File: src/rtl/aludec_seq.sv
// aludec_seq: ALU decoder with iterative mult/div sequencer and HI/LO; ALUDEC_EARLY_OUT_EN enables multiply early exit
module aludec_seq #(
  parameter int WIDTH = 32
) (
  input  logic             clk,
  input  logic             reset,
  input  logic             valid,
  input  logic [2:0]       aluop,
  input  logic [5:0]       funct,
  input  logic [WIDTH-1:0] srca,
  input  logic [WIDTH-1:0] srcb,
  output logic [3:0]       alucontrol,
  output logic             busy,
  output logic             stall,
  output logic             done,
  output logic [WIDTH-1:0] hi,
  output logic [WIDTH-1:0] lo
);
  localparam int CW = $clog2(WIDTH + 1);
  localparam logic [CW-1:0] FULL = CW'(WIDTH);
  typedef enum logic [1:0] {IDLE, MUL, DIV, DONE} state_t;
  state_t state, state_n;
  logic rtype, start, fin, sgn, sa, sb, ge, sgn_in;
  logic [CW-1:0] count;
  logic [2*WIDTH-1:0] mc, acc, prod_fix;
  logic [WIDTH-1:0] mp, araw, rem, ma, mb, q_fix, r_fix;
  logic [WIDTH:0] r2, diff;
  assign rtype = !(aluop inside {3'b000, 3'b001, 3'b011, 3'b100, 3'b101});
  assign start = valid && rtype && funct[5:2] == 4'b0110 && state == IDLE;
  assign sgn_in = !funct[0];
  assign ma = (sgn_in && srca[WIDTH-1]) ? -srca : srca;
  assign mb = (sgn_in && srcb[WIDTH-1]) ? -srcb : srcb;
  // restoring step: borrow out of the trial subtract means the divisor did not fit
  assign r2 = {rem, mp[WIDTH-1]};
  assign diff = r2 - {1'b0, mc[WIDTH-1:0]};
  assign ge = !diff[WIDTH];
  assign prod_fix = (sgn && (sa ^ sb)) ? -acc : acc;
  assign q_fix = (sgn && (sa ^ sb)) ? -mp : mp;
  assign r_fix = (sgn && sa) ? -rem : rem;
`ifdef ALUDEC_EARLY_OUT_EN
  assign fin = count == '0 || (state == MUL && mp == '0 && count != FULL);
`else
  assign fin = count == '0;
`endif
  // combinational ALU operation decode, independent of sequencer state
  always_comb begin
    alucontrol = 4'b1111;
    case (aluop)
      3'b000: alucontrol = 4'b0010;
      3'b001: alucontrol = 4'b0110;
      3'b011: alucontrol = 4'b0001;
      3'b100: alucontrol = 4'b0000;
      3'b101: alucontrol = 4'b0111;
      default:
        casez (funct)
          6'b100000: alucontrol = 4'b0010;
          6'b100010: alucontrol = 4'b0110;
          6'b100100: alucontrol = 4'b0000;
          6'b100101: alucontrol = 4'b0001;
          6'b101010: alucontrol = 4'b0111;
          6'b100110: alucontrol = 4'b0011;
          6'b100111: alucontrol = 4'b0100;
          6'b101011: alucontrol = 4'b0101;
          6'b000000: alucontrol = 4'b1000;
          6'b000010: alucontrol = 4'b1001;
          6'b000011: alucontrol = 4'b1010;
          6'b010000: alucontrol = 4'b1100;
          6'b010010: alucontrol = 4'b1101;
          6'b0110??: alucontrol = 4'b1110;
          default:   alucontrol = 4'b1111;
        endcase
    endcase
  end
  // sequencer state register
  always_ff @(posedge clk or posedge reset)
    if (reset) state <= IDLE;
    else state <= state_n;
  // sequencer next state
  always_comb begin
    state_n = state;
    case (state)
      IDLE:    if (start) state_n = funct[1] ? DIV : MUL;
      MUL:     if (fin) state_n = DONE;
      DIV:     if (fin) state_n = DONE;
      default: state_n = IDLE;
    endcase
  end
  // sequencer status outputs
  always_comb begin
    busy = state != IDLE;
    done = state == DONE;
    stall = valid && busy;
  end
  // operand latch, iteration datapath and HI/LO update on the edge into DONE
  always_ff @(posedge clk or posedge reset)
    if (reset) begin
      {mc, acc, mp, araw, rem, count, sgn, sa, sb, hi, lo} <= '0;
    end else if (start) begin
      mc <= {{WIDTH{1'b0}}, funct[1] ? mb : ma};
      mp <= funct[1] ? ma : mb;
      acc <= '0;
      rem <= '0;
      araw <= srca;
      sgn <= sgn_in;
      sa <= srca[WIDTH-1];
      sb <= srcb[WIDTH-1];
      count <= FULL;
    end else if (state == MUL && !fin) begin
      acc <= acc + (mp[0] ? mc : '0);
      mc <= mc << 1;
      mp <= mp >> 1;
      count <= count - CW'(1);
    end else if (state == DIV && !fin) begin
      rem <= ge ? diff[WIDTH-1:0] : r2[WIDTH-1:0];
      mp <= {mp[WIDTH-2:0], ge};
      count <= count - CW'(1);
    end else if (state == MUL) begin
      {hi, lo} <= prod_fix;
    end else if (state == DIV) begin
      hi <= mc[WIDTH-1:0] == '0 ? araw : r_fix;
      lo <= mc[WIDTH-1:0] == '0 ? '1 : q_fix;
    end
endmodule

File: config.mk
export PLATFORM = sky130hd
export DESIGN_NAME = aludec_seq
export DESIGN_NICKNAME = d
export VERILOG_FILES = /design/src/rtl/aludec_seq.sv
export SDC_FILE = /design/constraint.sdc
export NUM_CORES = 1
export LEC_CHECK = 0
export BUFFER_PORTS_ARGS = -buffer_cell sky130_fd_sc_hd__buf_2
export CAP_MARGIN = 20
export CORE_ASPECT_RATIO = 0.6
export CORE_MARGIN = 8
export CORE_UTILIZATION = 50
export DETAILED_ROUTE_END_ITERATION = 16
export PLACE_DENSITY = 0.71
export SYNTH_ARGS = -nofsm -noshare
export SYNTH_HDL_FRONTEND = slang
export SYNTH_SLANG_ARGS = --single-unit
File: constraint.sdc
create_clock -name clk -period 21 [get_ports clk]
set_input_delay 1.05 -clock clk [delete_from_list [all_inputs] [get_ports clk]]
set_output_delay 1.05 -clock clk [all_outputs]
set_load 0.005 [all_outputs]
# Word level (Yosys, flattened, before mapping)
# Cells that the tools add are included.
# totals
reg_bits	299
in_bits	76
output_inout_bits	71
elab_cells	110
# op_classes
addsub	8
eq_ne	23
n_mux	34
n_bitwise	4
reduce_logical	29
# op_table
operator	count
$mux W32	19
$mux W64	6
$neg A32 Y32	4
$add A64 B64 Y64	1
$neg A64 Y64	1
$pmux W4 S14	1
$eq A6 B6 Y1 const B	8
$sub A33 B32 Y33	1
$logic_not A32 Y1	1
$pmux W4 S5	1
$mux W6	3
$eq A6 B2 Y1 const B	2
$eq A6 B5 Y1 const B	2
$logic_not A6 Y1	2
$logic_and A1 B1 Y1	10
$reduce_bool A2 Y1	4
$eq A3 B3 Y1 const B	2
$mux W2	3
$sub A6 B1 Y6 const B	1
$reduce_bool A5 Y1	1
$eq A2 B2 Y1 const B	2
$eq A4 B3 Y1 const B	1
$logic_not A1 Y1	4
$ne A2 B2 Y1 const B	2
13 further kinds	16

# Longest topological paths before layout
# Gate-level depths: netlist (run 1).
# logic_depth
depth_word	8
mapped_depth	17
ltp_nobuf	14

# Worst setup path after synthesis (run 1)
# No wires, ideal clock.
# synth_path
path_kind	reg2reg
from	register mp[0]
to	register acc[44]
setup_ns	0.137
arrival_time_ns	3.666
t_required_ns	20.863
setup_slack_ns	17.197
stages_incl_launch_ff	17
n_path_buf	2
synth_period_minus_slack_ns	3.803
path_cell_list	dfrtp_1 > clkbuf_1 > inv_1 > buf_1 > nor2_1 > ha_1 > a211oi_1 > o21ai_1 > a21o_1 > a211oi_1 > o31a_1 > o31ai_1 > a221o_1 > a311oi_1 > a21oi_1 > xnor2_1 > a21oi_1
# synth_between
elab_chain_len	4
# synth_rtl
item	line	source
start, declared	26	logic [WIDTH-1:0] mp, araw, rem, ma, mb, q_fix, r_fix;
start signal, assigned	100	mp <= funct[1] ? ma : mb;
start signal, assigned	111	mp <= mp >> 1;
start signal, assigned	115	mp <= {mp[WIDTH-2:0], ge};
$mux W64	109	acc <= acc + (mp[0] ? mc : '0);
$add A64 B64 Y64	109	
$mux W64	108	end else if (state == MUL && !fin) begin
$mux W64	98	end else if (start) begin
end signal, assigned	109	
end, declared	25	logic [2*WIDTH-1:0] mc, acc, prod_fix;
# Every way passes these cells. The select of a mux whose other input is x is not followed.
# A chain may end at the register's enable or synchronous reset.

# Worst setup path in the final report (run 1)
# Same ends and word-level chain as after synthesis.

==> run_results.csv, run 1 <==
group,metric,value,unit
finish,synthToLayoutAreaGrowth,9.73,%
global_route,track_usage,0.320,
sta,fmax,206,MHz
die,ios,147,
place,dpl.hpwl,69400,um
finish,fin_util,0.559,
yosys,synth_area_per_cell,7.57,sq um
critical_path,critPathLaunchType,"register",
finish,n_antenna_cell,0,
yosys,async_reset_ff_frac,1.00,
yosys,ys.flop_type,"dfrtp_1",
sta,rsz0062_at_grt,"false",
route,drt_wl_total,91200,um
critical_path,max_stage_delay,0.52,ns
critical_path,arrival,5.24,ns
place,gp_congestion,1.05,
critical_path,worstSetupPathType,"reg2reg",
die,core.rowCount,61,
critical_path,worstPathMaxFanout,38,
die,start_util,0.510,
clocking,cts_root_buf,"clkbuf_16",
yosys,ys_seq_area_frac,0.314,
global_route,grt_max_degree,120,
clocking,cts_setup_buffers,0,
yosys,synth-seq-cells,298,
clocking,holdBufCountCts,0,
clocking,ctsHtreeMaxLevel,2,
place,dp_cells,3742,
critical_path,r2r_slack,16.15,ns
clocking,cts_max_path_buffers,3,
critical_path,endpoint_kind,"register",
critical_path,reg2reg_from,"mp[0]",
yosys,synth_edf_count,0,
critical_path,cp-startpoint,"mp[0]",
yosys,ys_warn_count,0,
route,drt-pass1-iter-count,6,
finish,drive_above_1_share,0.0872,
sta,tns,0,ns
yosys,syn_area,23700,sq um
critical_path,worst-path-buf-inv,3,
critical_path,path_depth,16,
clocking,cts.clk_slew.worst_paths,0.07,ns
pwr,powerDensity,169,nW/um^2
finish,nFillCells,4452,
route,drt-initial-drc-count,3026,
global_route,gr-total-overflow,0,
critical_path,path_cells,"buf_4, inv_1, buf_4, nor2_1, fa_1, a21oi_1, o21a_1, a211oi_1, a211oi_1, o31a_1, o31ai_1, a221o_1, a311oi_1, a21oi_1, xnor2_1, a21oi_1",
clocking,cts_buffers,35,
critical_path,crit_top_cell,"a21oi_1",
sta,fin_crit_sh,0.231,
yosys,synth_fp_nets,3320,
die,die_x,297,um
global_route,antenna_found_initial,3,
critical_path,required,21.38,ns
critical_path,critPathCapture,"acc[44]",
place,io_buffer_count,146,
pwr,ir_drop,0.132,mV
clocking,cts_tree,"yes",
finish,final_nets,3335,
global_route,grt_pass1_vias,22200,
sta,setup_violations,0,
clocking,clk-insertion-delay-late,0.55,ns
yosys,yosysTopAreaCell,"dfrtp_1",
yosys,synthCells,3136,
critical_path,reg2regPathDepth,16,
yosys,synth_area_leaders,"dfrtp_1 31%, nand2_1 9.6%, a21oi_1 8.1%",
critical_path,worstReg2RegEnd,"acc[44]",
sta,slew_headroom,0.225,
pwr,leakagePower,11.7,nW
pwr,totalPowerFinal,4.40,mW
die,core_area,46600,sq um
route,avgRoutedWirePerCell,23.9,um
route,ant_nets,0,
sta,worst_pin_slew,1.16,ns
die,die_height,185,um
route,detail_route.vias_per_cell,6.33,
sta,hold_viol_final,0,
clocking,ctsResizeCount,0,
sta,maxSlewViolCount,0,
route,num_vias,24100,
critical_path,slowest_stage,"a211oi_1",
finish,fin_cells,3808,
yosys,yosysUniqueCellTypes,82,
yosys,synthDominantCellAreaShare,0.314,
run,drv_cap,0,
run_status,status,"finished clean",
sta,skew,0.0260,ns
die,dieArea,54900,sq um
yosys,synth_most_common_cell,"nand2_1",
global_route,grt_pass1_wl,138000,um
worst_hold_path,hold_path_class,"reg2reg",
yosys,netlist_top_cells_count,"604 x nand2_1, 382 x a21oi_1, 298 x dfrtp_1, 276 x nor2_1, 169 x xnor2_1",
route,remaining_drc_errors,0,
critical_path,crit_family,"compound AO/OA/AOI/OAI gates",
sta,min_period,4.85,ns
clocking,clkSinkCount,298,
## layer usage
metal	wire, um	vias up	share of wire	GRT usage
met4	3820	4	0.042	0.122
met2	34800	1347	0.38	0.427
li1	-	11000	-	-
met1	40500	11600	0.44	0.467
met3	12100	176	0.13	0.109
met5	27	-	0.00030	0
## power by group
group | internal, mW | switching, mW
Combinational | 0.944 | 1.60
Sequential | 0.809 | 0.338
Clock | 0.419 | 0.281
## through the flow
step           setup WS, ns  hold slack, ns  instance area, sq um
2_1_floorplan         11.72           0.446                 23700
3_3_place_gp          16.36           0.455                 24700
3_5_place_dp          16.32           0.462                 24700
4_1_cts               16.28           0.475                 26000
5_1_grt               15.90           0.490                 26000
6_report              16.15           0.474                 26000
## area by class of cell
class | count | area [sq um] | share of cell area
Inverter | 89 | 342 | 0.0131
Clock inverter | 21 | 324 | 0.0124
Multi-Input combinational cell | 2555 | 15200 | 0.584
Timing Repair Buffer | 172 | 966 | 0.0371
Clock buffer | 43 | 967 | 0.0371
Sequential cell | 298 | 7460 | 0.286
Tap cell | 630 | 788 | 0.0303
## placed cells by master, fill, tap and decap left out, types with 6 or more instances in the layout
| cell | count |
|---|---|
| xnor2_1 | 169 |
| buf_2 | 146 |
| o211ai_1 | 15 |
| nand3_1 | 38 |
| o21ai_1 | 36 |
| xor2_1 | 95 |
| o21bai_1 | 21 |
| nor2_1 | 272 |
| o31ai_1 | 27 |
| a21o_1 | 72 |
| nor3_1 | 64 |
| nand2b_1 | 18 |
| o22ai_1 | 6 |
| and2_1 | 53 |
| bufinv_16 | 7 |
| a2bb2oi_1 | 7 |
| or2_2 | 7 |
| nor2b_1 | 17 |
| a21oi_1 | 382 |
| a211oi_1 | 24 |
| nand2_1 | 601 |
| o21ai_0 | 162 |
| nand4_1 | 23 |
| mux2i_1 | 58 |
| and3_1 | 10 |
| o221ai_1 | 7 |
| a31oi_1 | 54 |
| a221oi_1 | 32 |
| or4_1 | 9 |
| dfrtp_1 | 298 |
| o41ai_1 | 10 |
| nor4_1 | 31 |
| buf_4 | 24 |
| o21a_1 | 11 |
| ha_1 | 105 |
| clkbuf_16 | 36 |
| inv_1 | 87 |
| or3_1 | 27 |
## cell families (layout without fill, tap and decap cells)
group	Yosys count	count (layout)	synth area share
and+or+nand+nor	1203	1203	0.222
AOI/OAI and AO/OA	919	919	0.235
DFF	298	298	0.314
buffers and inverters	283	325	0.0473
xor gates and xnor gates	264	264	0.0974
adders and majority gates	108	108	0.0576
muxes	61	61	0.0259
## worst min path at each step
stage	start	cells past startpoint	slack, ns	to
finish	lo[16]	1	0.47	lo[16]
global route	araw[21]	2	0.49	araw[21]
CTS	lo[16]	1	0.47	lo[16]
detailed placement	lo[16]	1	0.46	lo[16]
global placement	lo[14]	1	0.46	lo[14]
floorplan	araw[18]	2	0.45	araw[18]
## flip-flops by register name, indices dropped and copies added, names as in the netlist, 2 cells and up
signal	cells
rem	32
mc	64
hi	32
araw	31
mp	32
state	2
lo	32
count	6
acc	64
No activity file was read; power rests on OpenSTA's default activity.
==> inputs of run 2 (changes only) <==
ABC_AREA = 1   (was not set)
PLACE_DENSITY = 0.7   (was 0.71)
clock period = 4.6 ns   (was 21 ns; I/O delays follow)
==> run 2 against run 1 <==
  * Largest cell class unchanged
  * Clock skew increased by 0.0078 ns
  * Highest routed layer unchanged
  * Sequential share of layout area decreased by 5.3 points
  * Synthesized cell count increased by 64%
  * Global-route usage up 6.9 points
  * Critical path depth fell by 5
  * Setup slack got worse by 15 ns
  * Design area up 23%
  * Critical path type unchanged
  * Via count is 44% higher
  * Area after synthesis is 24% higher
  * Wire length increased by 48%
  * Combinational power rose to 4.0 times the previous value
  * Clock-buffer cell count down 1
==> run_results.csv, run 2 <==
group,metric,value,unit
sta,tns,0,ns
route,drt-pass1-iter-count,8,
clocking,cts.clk_slew.worst_paths,0.08,ns
die,core.rowCount,68,
die,dieArea,67000,sq um
finish,drive_above_1_share,0.0595,
clocking,cts_root_buf,"clkbuf_16",
yosys,synth_edf_count,0,
sta,worst_pin_slew,1.08,ns
yosys,yosysTopAreaCell,"dfrtp_1",
finish,n_antenna_cell,0,
run,drv_cap,0,
critical_path,endpoint_kind,"register",
global_route,grt_max_degree,93,
sta,maxSlewViolCount,0,
clocking,clkSinkCount,298,
place,dpl.hpwl,111000,um
die,start_util,0.508,
sta,hold_viol_final,0,
finish,final_cell_mix,"1920 x nand2_1, 779 x inv_1, 536 x nor2_1",
yosys,synth_most_common_cell,"nand2_1",
sta,fin_crit_sh,0.852,
finish,layout.cells.most_common,"nand2_1",
clocking,cts_tree,"yes",
global_route,grt_pass1_vias,29900,
yosys,async_reset_ff_frac,1.00,
sta,fmax,255,MHz
yosys,synth_area_leaders,"dfrtp_1 25%, nand2_1 25%, inv_1 10%",
finish,fin_util,0.554,
sta,rsz0062_at_grt,"false",
place,dp_cells,5945,
route,detail_route.vias_per_cell,5.75,
sta,skew,0.0339,ns
run_status,status,"finished clean",
sta,setup_violations,0,
yosys,ys.flop_type,"dfrtp_1",
sta,min_period,3.92,ns
yosys,ys_seq_area_frac,0.254,
sta,slew_headroom,0.279,
route,avgRoutedWirePerCell,22.5,um
place,gp_congestion,1.13,
clocking,clk-insertion-delay-late,0.58,ns
finish,reg_top3,"acc (64), mc (64)",
yosys,synthCells,5148,
finish,nFillCells,6056,
clocking,cts_buffers,34,
finish,final_nets,5405,
critical_path,worstSetupPathType,"reg2reg",
critical_path,reg2reg_from,"mc[7]",
finish,synthToLayoutAreaGrowth,8.99,%
critical_path,worstReg2RegEnd,"lo[1]",
worst_hold_path,hold_end,"araw[4]",
worst_hold_path,hold_path_class,"in2reg",
clocking,ctsHtreeMaxLevel,2,
yosys,yosysUniqueCellTypes,57,
clocking,holdBufCountCts,9,
place,place_ws,1.03,ns
route,remaining_drc_errors,0,
die,die_x,329,um
clocking,ctsResizeCount,0,
critical_path,reg2regPathDepth,11,
die,core_area,57800,sq um
pwr,ir_drop,0.326,mV
pwr,leakagePower,18.4,nW
yosys,synthDominantCellAreaShare,0.254,
sta,worst_slack,0.682,ns
die,die_height,204,um
worst_hold_path,hp-start,"srca[4]",
clocking,cts_max_path_buffers,3,
critical_path,critPathLaunchType,"register",
route,drt-initial-drc-count,5796,
worst_hold_path,hold_depth,3,
pwr,powerDensity,563,nW/um^2
critical_path,required,5.10,ns
route,num_vias,34600,
yosys,synth_area_per_cell,5.70,sq um
global_route,grt_pass1_wl,197000,um
yosys,netlist_top_cells_count,"1920 x nand2_1, 781 x inv_1, 538 x nor2_1, 491 x nand3_1, 298 x dfrtp_1",
route,drt_wl_total,135000,um
sta,whs,0.0107,ns
yosys,synth-seq-cells,298,
global_route,gr-total-overflow,0,
yosys,synth_fp_nets,5332,
yosys,syn_area,29400,sq um
place,io_buffer_count,146,
die,ios,147,
route,ant_nets,0,
global_route,antenna_found_initial,3,
critical_path,worstPathMaxFanout,50,
global_route,track_usage,0.389,
critical_path,arrival,4.42,ns
critical_path,r2r_slack,0.68,ns
yosys,ys_warn_count,0,
finish,fin_cells,6017,
clocking,cts_setup_buffers,0,
==> run 2: area by class of cell <==
type	count	area, sq um	share of cell area
multi-input combinational	3907	18200	0.568
sequential	298	7460	0.233
inverter	795	2990	0.0936
timing repair buffer	185	1140	0.0357
tap	770	963	0.0301
clock buffer	42	942	0.0295
clock inverter	20	324	0.0101
==> run 2: where the power goes <==
part	internal, mW	switching (mW)	leakage, nW	total (mW)
registers	3.43	1.26	3.90	4.69
logic	2.85	7.27	13.9	10.1
clock network	1.88	1.33	0.615	3.21
total	8.16	9.86	18.4	18.0
==> run 2: metal layers <==
metal  track usage  part of all wire  vias to the layer above
li1              -                 -                    16300
met1         0.609              0.46                    15900
met2         0.450              0.33                     2252
met3         0.202              0.18                      164
met4        0.0743             0.023                        4
met5        0.0116           0.00078                        -
==> run 2: logic make-up after synthesis <==
| kind of cell | count (synthesis) | synth area share |
|---|---|---|
| xor gates and xnor gates | 68 | 0.0203 |
| buffers and inverters | 943 | 0.127 |
| AOI/OAI and AO/OA | 602 | 0.112 |
| adders and majority gates | 108 | 0.0466 |
| and+or+nand+nor | 3129 | 0.440 |
| DFF | 298 | 0.254 |
==> run 2: through the flow <==
stage | cell area, sq um | power, mW
CTS | 32000 | 17.4
global route | 32000 | 18.9
global placement | 30600 | 14.2
finish | 32000 | 18.0
detailed placement | 30600 | 14.2
floorplan | 29400 | 10.6
==> run 2: how the worst max path moves through the flow <==
stage	from	endpoint	slack [ns]	cells after the start
after floorplan	reset	acc[0]	0.41	1
after global placement	mc[7]	hi[10]	0.99	12
after detailed placement	mc[7]	hi[15]	1.03	12
after CTS	mc[7]	lo[1]	1.0	11
after global routing	mc[6]	lo[27]	0.65	11
final	mc[7]	lo[1]	0.68	11
==> run 2: worst max-delay path, stage by stage, from the launching register on <==
cell and delay [ns]:
dfrtp_1 0.47, inv_1 0.34, nand4_1 0.14, nor2_1 0.30, nand2_1 0.17, nor2_4 0.50, inv_2 0.56, nand2_2 0.69
inv_1 0.33, o211ai_1 0.18, nand3_1 0.09, nand2_1 0.07
